[src/rtl/countdown_timer.sv]
// countdown_timer
// ---------------------------------------------------------------------------
// Tick-driven mm:ss countdown timer. Holds a BCD minutes/seconds value that is
// loaded from switches, started and paused by a button edge, and decremented
// once per 1 Hz tick while running. Reaching 00:00 enters DONE and pulses
// 'expired' for one cycle.
//
// Optional feature macro: ALARM_BLINK_EN
//   defined   -> 'blink' is set on entry to DONE, toggles on every tick while
//                in DONE, and clears on load or reset.
//   undefined -> 'blink' is tied low and no blink register exists.
//
// Parameters:
//   MAX_MIN    BCD ceiling for loaded minutes (default 8'h99)
//
// Ports:
//   clk        system clock
//   rst        synchronous, active-low reset
//   tick       one-cycle 1 Hz strobe, synchronous to clk
//   load       level; while high, loads the clamped min_in/sec_in every cycle
//   min_in     BCD minutes {tens, units}
//   sec_in     BCD seconds {tens, units}
//   start_btn  synchronized button level; rising edge toggles run/pause
//   min_bcd    current minutes, BCD, registered
//   sec_bcd    current seconds, BCD, registered
//   running    high in RUN
//   done       high in DONE
//   expired    one-cycle pulse on entry to DONE
//   blink      alarm blink output
// ---------------------------------------------------------------------------
module countdown_timer #(
  parameter logic [7:0] MAX_MIN = 8'h99
) (
  input  logic       clk,
  input  logic       rst,
  input  logic       tick,
  input  logic       load,
  input  logic [7:0] min_in,
  input  logic [7:0] sec_in,
  input  logic       start_btn,
  output logic [7:0] min_bcd,
  output logic [7:0] sec_bcd,
  output logic       running,
  output logic       done,
  output logic       expired,
  output logic       blink
);

  typedef enum logic [1:0] {
    IDLE  = 2'd0,
    RUN   = 2'd1,
    PAUSE = 2'd2,
    DONE  = 2'd3
  } state_t;

  state_t     state_q, state_d;
  logic [7:0] min_q, min_d;
  logic [7:0] sec_q, sec_d;
  logic       btn_q;
  logic       expired_q, expired_d;

  logic       start_edge;
  logic       value_zero;
  logic [7:0] min_clamp, sec_clamp;
  logic [7:0] min_dec, sec_dec;
  logic       dec_zero;

  // Clamp one BCD digit to an upper limit.
  function automatic logic [3:0] clampDigit(input logic [3:0] digit,
                                            input logic [3:0] limit);
    return (digit > limit) ? limit : digit;
  endfunction

  assign start_edge = start_btn & ~btn_q;
  assign value_zero = (min_q == 8'h00) && (sec_q == 8'h00);

  // Load clamping. Digits are clamped first so the minutes byte is valid BCD,
  // which makes the plain byte comparison against MAX_MIN a numeric compare.
  always_comb begin
    logic [7:0] min_digits;
    min_digits = {clampDigit(min_in[7:4], 4'd9), clampDigit(min_in[3:0], 4'd9)};
    sec_clamp  = {clampDigit(sec_in[7:4], 4'd5), clampDigit(sec_in[3:0], 4'd9)};
    min_clamp  = (min_digits > MAX_MIN) ? MAX_MIN : min_digits;
  end

  // BCD decrement with borrow chain sec units -> sec tens -> min units ->
  // min tens. 00:00 maps to itself so the count can never wrap to 99:59.
  always_comb begin
    min_dec = min_q;
    sec_dec = sec_q;
    if (!value_zero) begin
      if (sec_q[3:0] != 4'd0) begin
        sec_dec[3:0] = sec_q[3:0] - 4'd1;
      end else begin
        sec_dec[3:0] = 4'd9;
        if (sec_q[7:4] != 4'd0) begin
          sec_dec[7:4] = sec_q[7:4] - 4'd1;
        end else begin
          sec_dec[7:4] = 4'd5;
          if (min_q[3:0] != 4'd0) begin
            min_dec[3:0] = min_q[3:0] - 4'd1;
          end else begin
            min_dec[3:0] = 4'd9;
            min_dec[7:4] = min_q[7:4] - 4'd1;
          end
        end
      end
    end
  end

  assign dec_zero = (min_dec == 8'h00) && (sec_dec == 8'h00);

`ifdef ALARM_BLINK_EN
  logic blink_q, blink_d;
`endif

  // Next-state logic. Load overrides everything. In RUN a tick decrement is
  // applied first; reaching 00:00 wins over a simultaneous start edge,
  // otherwise the start edge pauses while keeping the decremented value.
  always_comb begin
    state_d   = state_q;
    min_d     = min_q;
    sec_d     = sec_q;
    expired_d = 1'b0;
`ifdef ALARM_BLINK_EN
    blink_d   = blink_q;
`endif
    if (load) begin
      state_d = IDLE;
      min_d   = min_clamp;
      sec_d   = sec_clamp;
`ifdef ALARM_BLINK_EN
      blink_d = 1'b0;
`endif
    end else begin
      case (state_q)
        IDLE: begin
          if (start_edge && !value_zero) begin
            state_d = RUN;
          end
        end
        RUN: begin
          if (tick) begin
            min_d = min_dec;
            sec_d = sec_dec;
          end
          if (tick && dec_zero) begin
            state_d   = DONE;
            expired_d = 1'b1;
`ifdef ALARM_BLINK_EN
            blink_d   = 1'b1;
`endif
          end else if (start_edge) begin
            state_d = PAUSE;
          end
        end
        PAUSE: begin
          if (start_edge) begin
            state_d = RUN;
          end
        end
        DONE: begin
`ifdef ALARM_BLINK_EN
          if (tick) begin
            blink_d = ~blink_q;
          end
`endif
        end
        default: begin
          state_d = IDLE;
        end
      endcase
    end
  end

  // State and value registers. btn_q resets high so a button held through
  // reset is not seen as a fresh press when reset releases.
  always_ff @(posedge clk) begin
    if (!rst) begin
      state_q   <= IDLE;
      min_q     <= 8'h00;
      sec_q     <= 8'h00;
      btn_q     <= 1'b1;
      expired_q <= 1'b0;
    end else begin
      state_q   <= state_d;
      min_q     <= min_d;
      sec_q     <= sec_d;
      btn_q     <= start_btn;
      expired_q <= expired_d;
    end
  end

`ifdef ALARM_BLINK_EN
  always_ff @(posedge clk) begin
    if (!rst) begin
      blink_q <= 1'b0;
    end else begin
      blink_q <= blink_d;
    end
  end

  assign blink = blink_q;
`else
  assign blink = 1'b0;
`endif

  assign min_bcd = min_q;
  assign sec_bcd = sec_q;
  assign running = (state_q == RUN);
  assign done    = (state_q == DONE);
  assign expired = expired_q;

endmodule

[config.mk]
export PLATFORM = sky130hd
export DESIGN_NAME = countdown_timer
export DESIGN_NICKNAME = d
export VERILOG_FILES = /design/src/rtl/countdown_timer.sv
export SDC_FILE = /design/constraint.sdc
export NUM_CORES = 1
export LEC_CHECK = 0
export ABC_AREA = 1
export BUFFER_PORTS_ARGS = -buffer_cell sky130_fd_sc_hd__buf_2
export CAP_MARGIN = 20
export CORE_MARGIN = 4
export CORE_UTILIZATION = 40
export DETAILED_ROUTE_END_ITERATION = 10
export PLACE_DENSITY = 0.66
export SETUP_SLACK_MARGIN = 0.5
export SLEW_MARGIN = 10
export SYNTH_ARGS = -nofsm -noshare
export SYNTH_HDL_FRONTEND = slang
export SYNTH_SLANG_ARGS = --single-unit
[constraint.sdc]
create_clock -name clk -period 1.83 [get_ports clk]
set_input_delay 0.4575 -clock clk [delete_from_list [all_inputs] [get_ports clk]]
set_output_delay 0.4575 -clock clk [all_outputs]
set_load 0.02 [all_outputs]
==> reports/qor.yml <==
status: "complete, but fails checks"
violations_in_the_final_reports: "negative setup slack"
hold_path_cells: 2
multi_input_comb_area_sq_um: 1240
cell_types_occupying_the_most_area_after_synthesis: "dfxtp_1, nand2_1, inv_1"
layoutNonFillerInstCount: 390
wire_length_of_the_first_global_routing_pass_mm: 8.29
drc_errors: 0
detailedRoute.firstIterationViolations: 165
grt_pass1_vias: 1814
fillCellCount: 305
worst-r2r-setup-slack_ns: -0.02
dpl-instance-area_sq_um: 2010
coreArea_sq_um: 3720
numPlacedInstances: 358
r2r-start: "sec_bcd[3]"
place_ws_ns: -0.0163
ctsRootBufferMaster: "clkbuf_8"
final_period_minus_worst_setup_slack_ns: 1.85
io_pins: 41
cts_htree_levels: 1
layout_worst_path_cycle_share_pct: 101
worst-endpoint-arrival_ns: 2.00
critPathLaunchType: "flop"
p_leak_nw: 1.25
timing.final.ws_setup_ns: -0.0157
grt_overflow: 0
total_vias_in_the_final_route: 2009
clock-skew-final_ns: 0.00525
port_buffers: 39
post-route-cell-area_sq_um: 2630
cp_data_required_time_ns: 1.99
final_antenna_net_count: 0
synth-edff-count: 0
worstPathMaxFanout: 6
clock_path_buffers: 2
start_util_pct: 42.2
cts.sinks: 20
sequential_cell_area_sq_um: 458
grt_max_degree: 13
synthMostInstantiatedCell: "nand2_1"
synth_cells: 261
fp-row-count: 22
tritoncts.num_buffers: 3
finish.net_count: 366
route.detailed.vias_per_inst: 5.15
yosys.area.top_type: "dfxtp_1"
cts-hold-fix-buffers: 0
setup_violations: 2
maxCapViolCount: 0
worst_hold_path.endpoint: "btn_q"
rsz0062_at_grt: "yes"
maxSlewViolCount: 0
timing.critical_path.to_type: "flop"
detailedPlacementHpwl_mm: 3.64
worstReg2RegEnd: "state_q[0]"
design.die.area_sq_um: 4990
worst_hold_path_type: "input port to flop"
critical_path_class: "flop to flop"
die_height_microns: 70.6
antenna_found_initial: 0
finish.utilization_pct: 70.7
register_area_share_after_synthesis_pct: 25.5
async_flop_share_pct: 0
syn_area_sq_um: 1570
drive_gt1_share_pct: 51.2
syn_avg_cell_area_sq_um: 6.01
die-width_microns: 70.6
yosysTopAreaCellShare_pct: 25.5
r2r.worst_path.cells: 14
irDropWorstVdd_uv: 309
cts_tree: "done"
tns_setup_ns: -0.0165
clk_pin_slew_ns: 0.08
clock_insertion_delay_worst_skew_ns: 0.27
detail_route.first_pass.iterations: 4
postRouteWirelength_mm: 5.49
synth.cells.most_frequent: "nand2_1, inv_1, nor2_1"
ys.flop_type: "dfxtp_1"
post_synth_num_cell_types: 34
worst_hold_startpoint: "start_btn"
area_delta_synth_final_pct: 67.5
global_route.usage.total_pct: 20.4
ant_cells: 0
replace_congestion: 0.930
pwr_per_cell_area_nw_per_um2: 617
synth-seq-cells: 20
yosys_warnings: 0
max_clock_freq_ghz: 0.542
drt-wirelength-per-cell_microns: 14.1
hold_viol_final: 0
synth.net_count: 284
-- through the flow --
step           total power [mW]  hold WS [ns]
5_1_grt                    1.71         0.425
4_1_cts                    1.51         0.414
6_report                   1.62         0.417
3_5_place_dp               1.03         0.472
2_1_floorplan             0.880         0.452
3_3_place_gp               1.03         0.473
-- routing by layer --
layer,up-vias,wire length [microns],global-route usage [%]
met5,-,0,0
met4,0,99,6.68
met3,10,345,3.27
met2,68,2730,34.3
met1,909,2310,26.6
li1,1022,-,-
-- kinds of logic (layout without fill, tap and decap cells) --
kind of cell,after synthesis,after routing,synth area share (%)
fa+ha+maj,2,2,1.60
other cells,1,1,0.239
buf+inv,45,125,11.7
compound gates,44,44,17.1
flops,20,20,25.5
simple gates,149,150,43.8
-- worst max-delay path, stage by stage, from the launching register on --
cell,delay (ns)
dfxtp_4,0.38
nor2_4,0.05
nand2_4,0.12
inv_4,0.08
buf_4,0.17
nand2_1,0.06
nand2_1,0.12
a21oi_2,0.16
nand2_1,0.08
nor2_1,0.09
nand4_1,0.14
nand2_2,0.11
nand2_2,0.06
nand2_1,0.05
a21oi_1,0.05
-- registers in the layout, indices dropped and copies added (netlist names) --
register  cells
min_bcd       8
sec_bcd       8
state_q       2
btn_q         1
expired       1
-- how the worst max path moves through the flow --
stage                     cells past startpoint          to  slack, ns       start
after detailed placement                     13  state_q[1]      -0.02  min_bcd[2]
after global placement                       14  state_q[1]       0.02  sec_bcd[0]
after floorplan                              13  state_q[1]       0.15  sec_bcd[0]
after CTS                                    15  state_q[1]       0.05  min_bcd[5]
final                                        14  state_q[0]      -0.02  sec_bcd[3]
after global routing                         14  state_q[0]      -0.15  sec_bcd[3]
-- report_power, final --
group | internal (mW) | switching, mW | total, mW
registers | 0.458 | 0.0356 | 0.494
clock network | 0.192 | 0.166 | 0.358
logic | 0.327 | 0.442 | 0.769
-- cell type report --
class | count | share of cell area (%)
Tap cell | 48 | 2.29
Multi-Input combinational cell | 197 | 47.3
Timing Repair Buffer | 83 | 24.6
Sequential cell | 20 | 17.4
Inverter | 38 | 6.29
Clock buffer | 4 | 2.10
-- what timing repair did --
| item | CTS | global route |
|---|---|---|
| cloned | 1 | 0 |
| setup buffers | 15 | 12 |
| endpoints found under the setup margin | 25 | 32 |
| resized for setup | 55 | 52 |
| pin swaps | 22 | 22 |
-- layout by cell type, fill, tap and decap left out, drive strengths merged, types with 2 or more instances in the layout --
cell	n
nand4	8
nand3	18
inv	37
a21oi	15
ha	2
clkbuf	4
o21ai	10
nor3	6
buf	83
nor2	32
nand2	83
or2	3
a31oi	10
a221oi	3
dfxtp	20
Note: power is estimated with default switching activity, not from simulation.
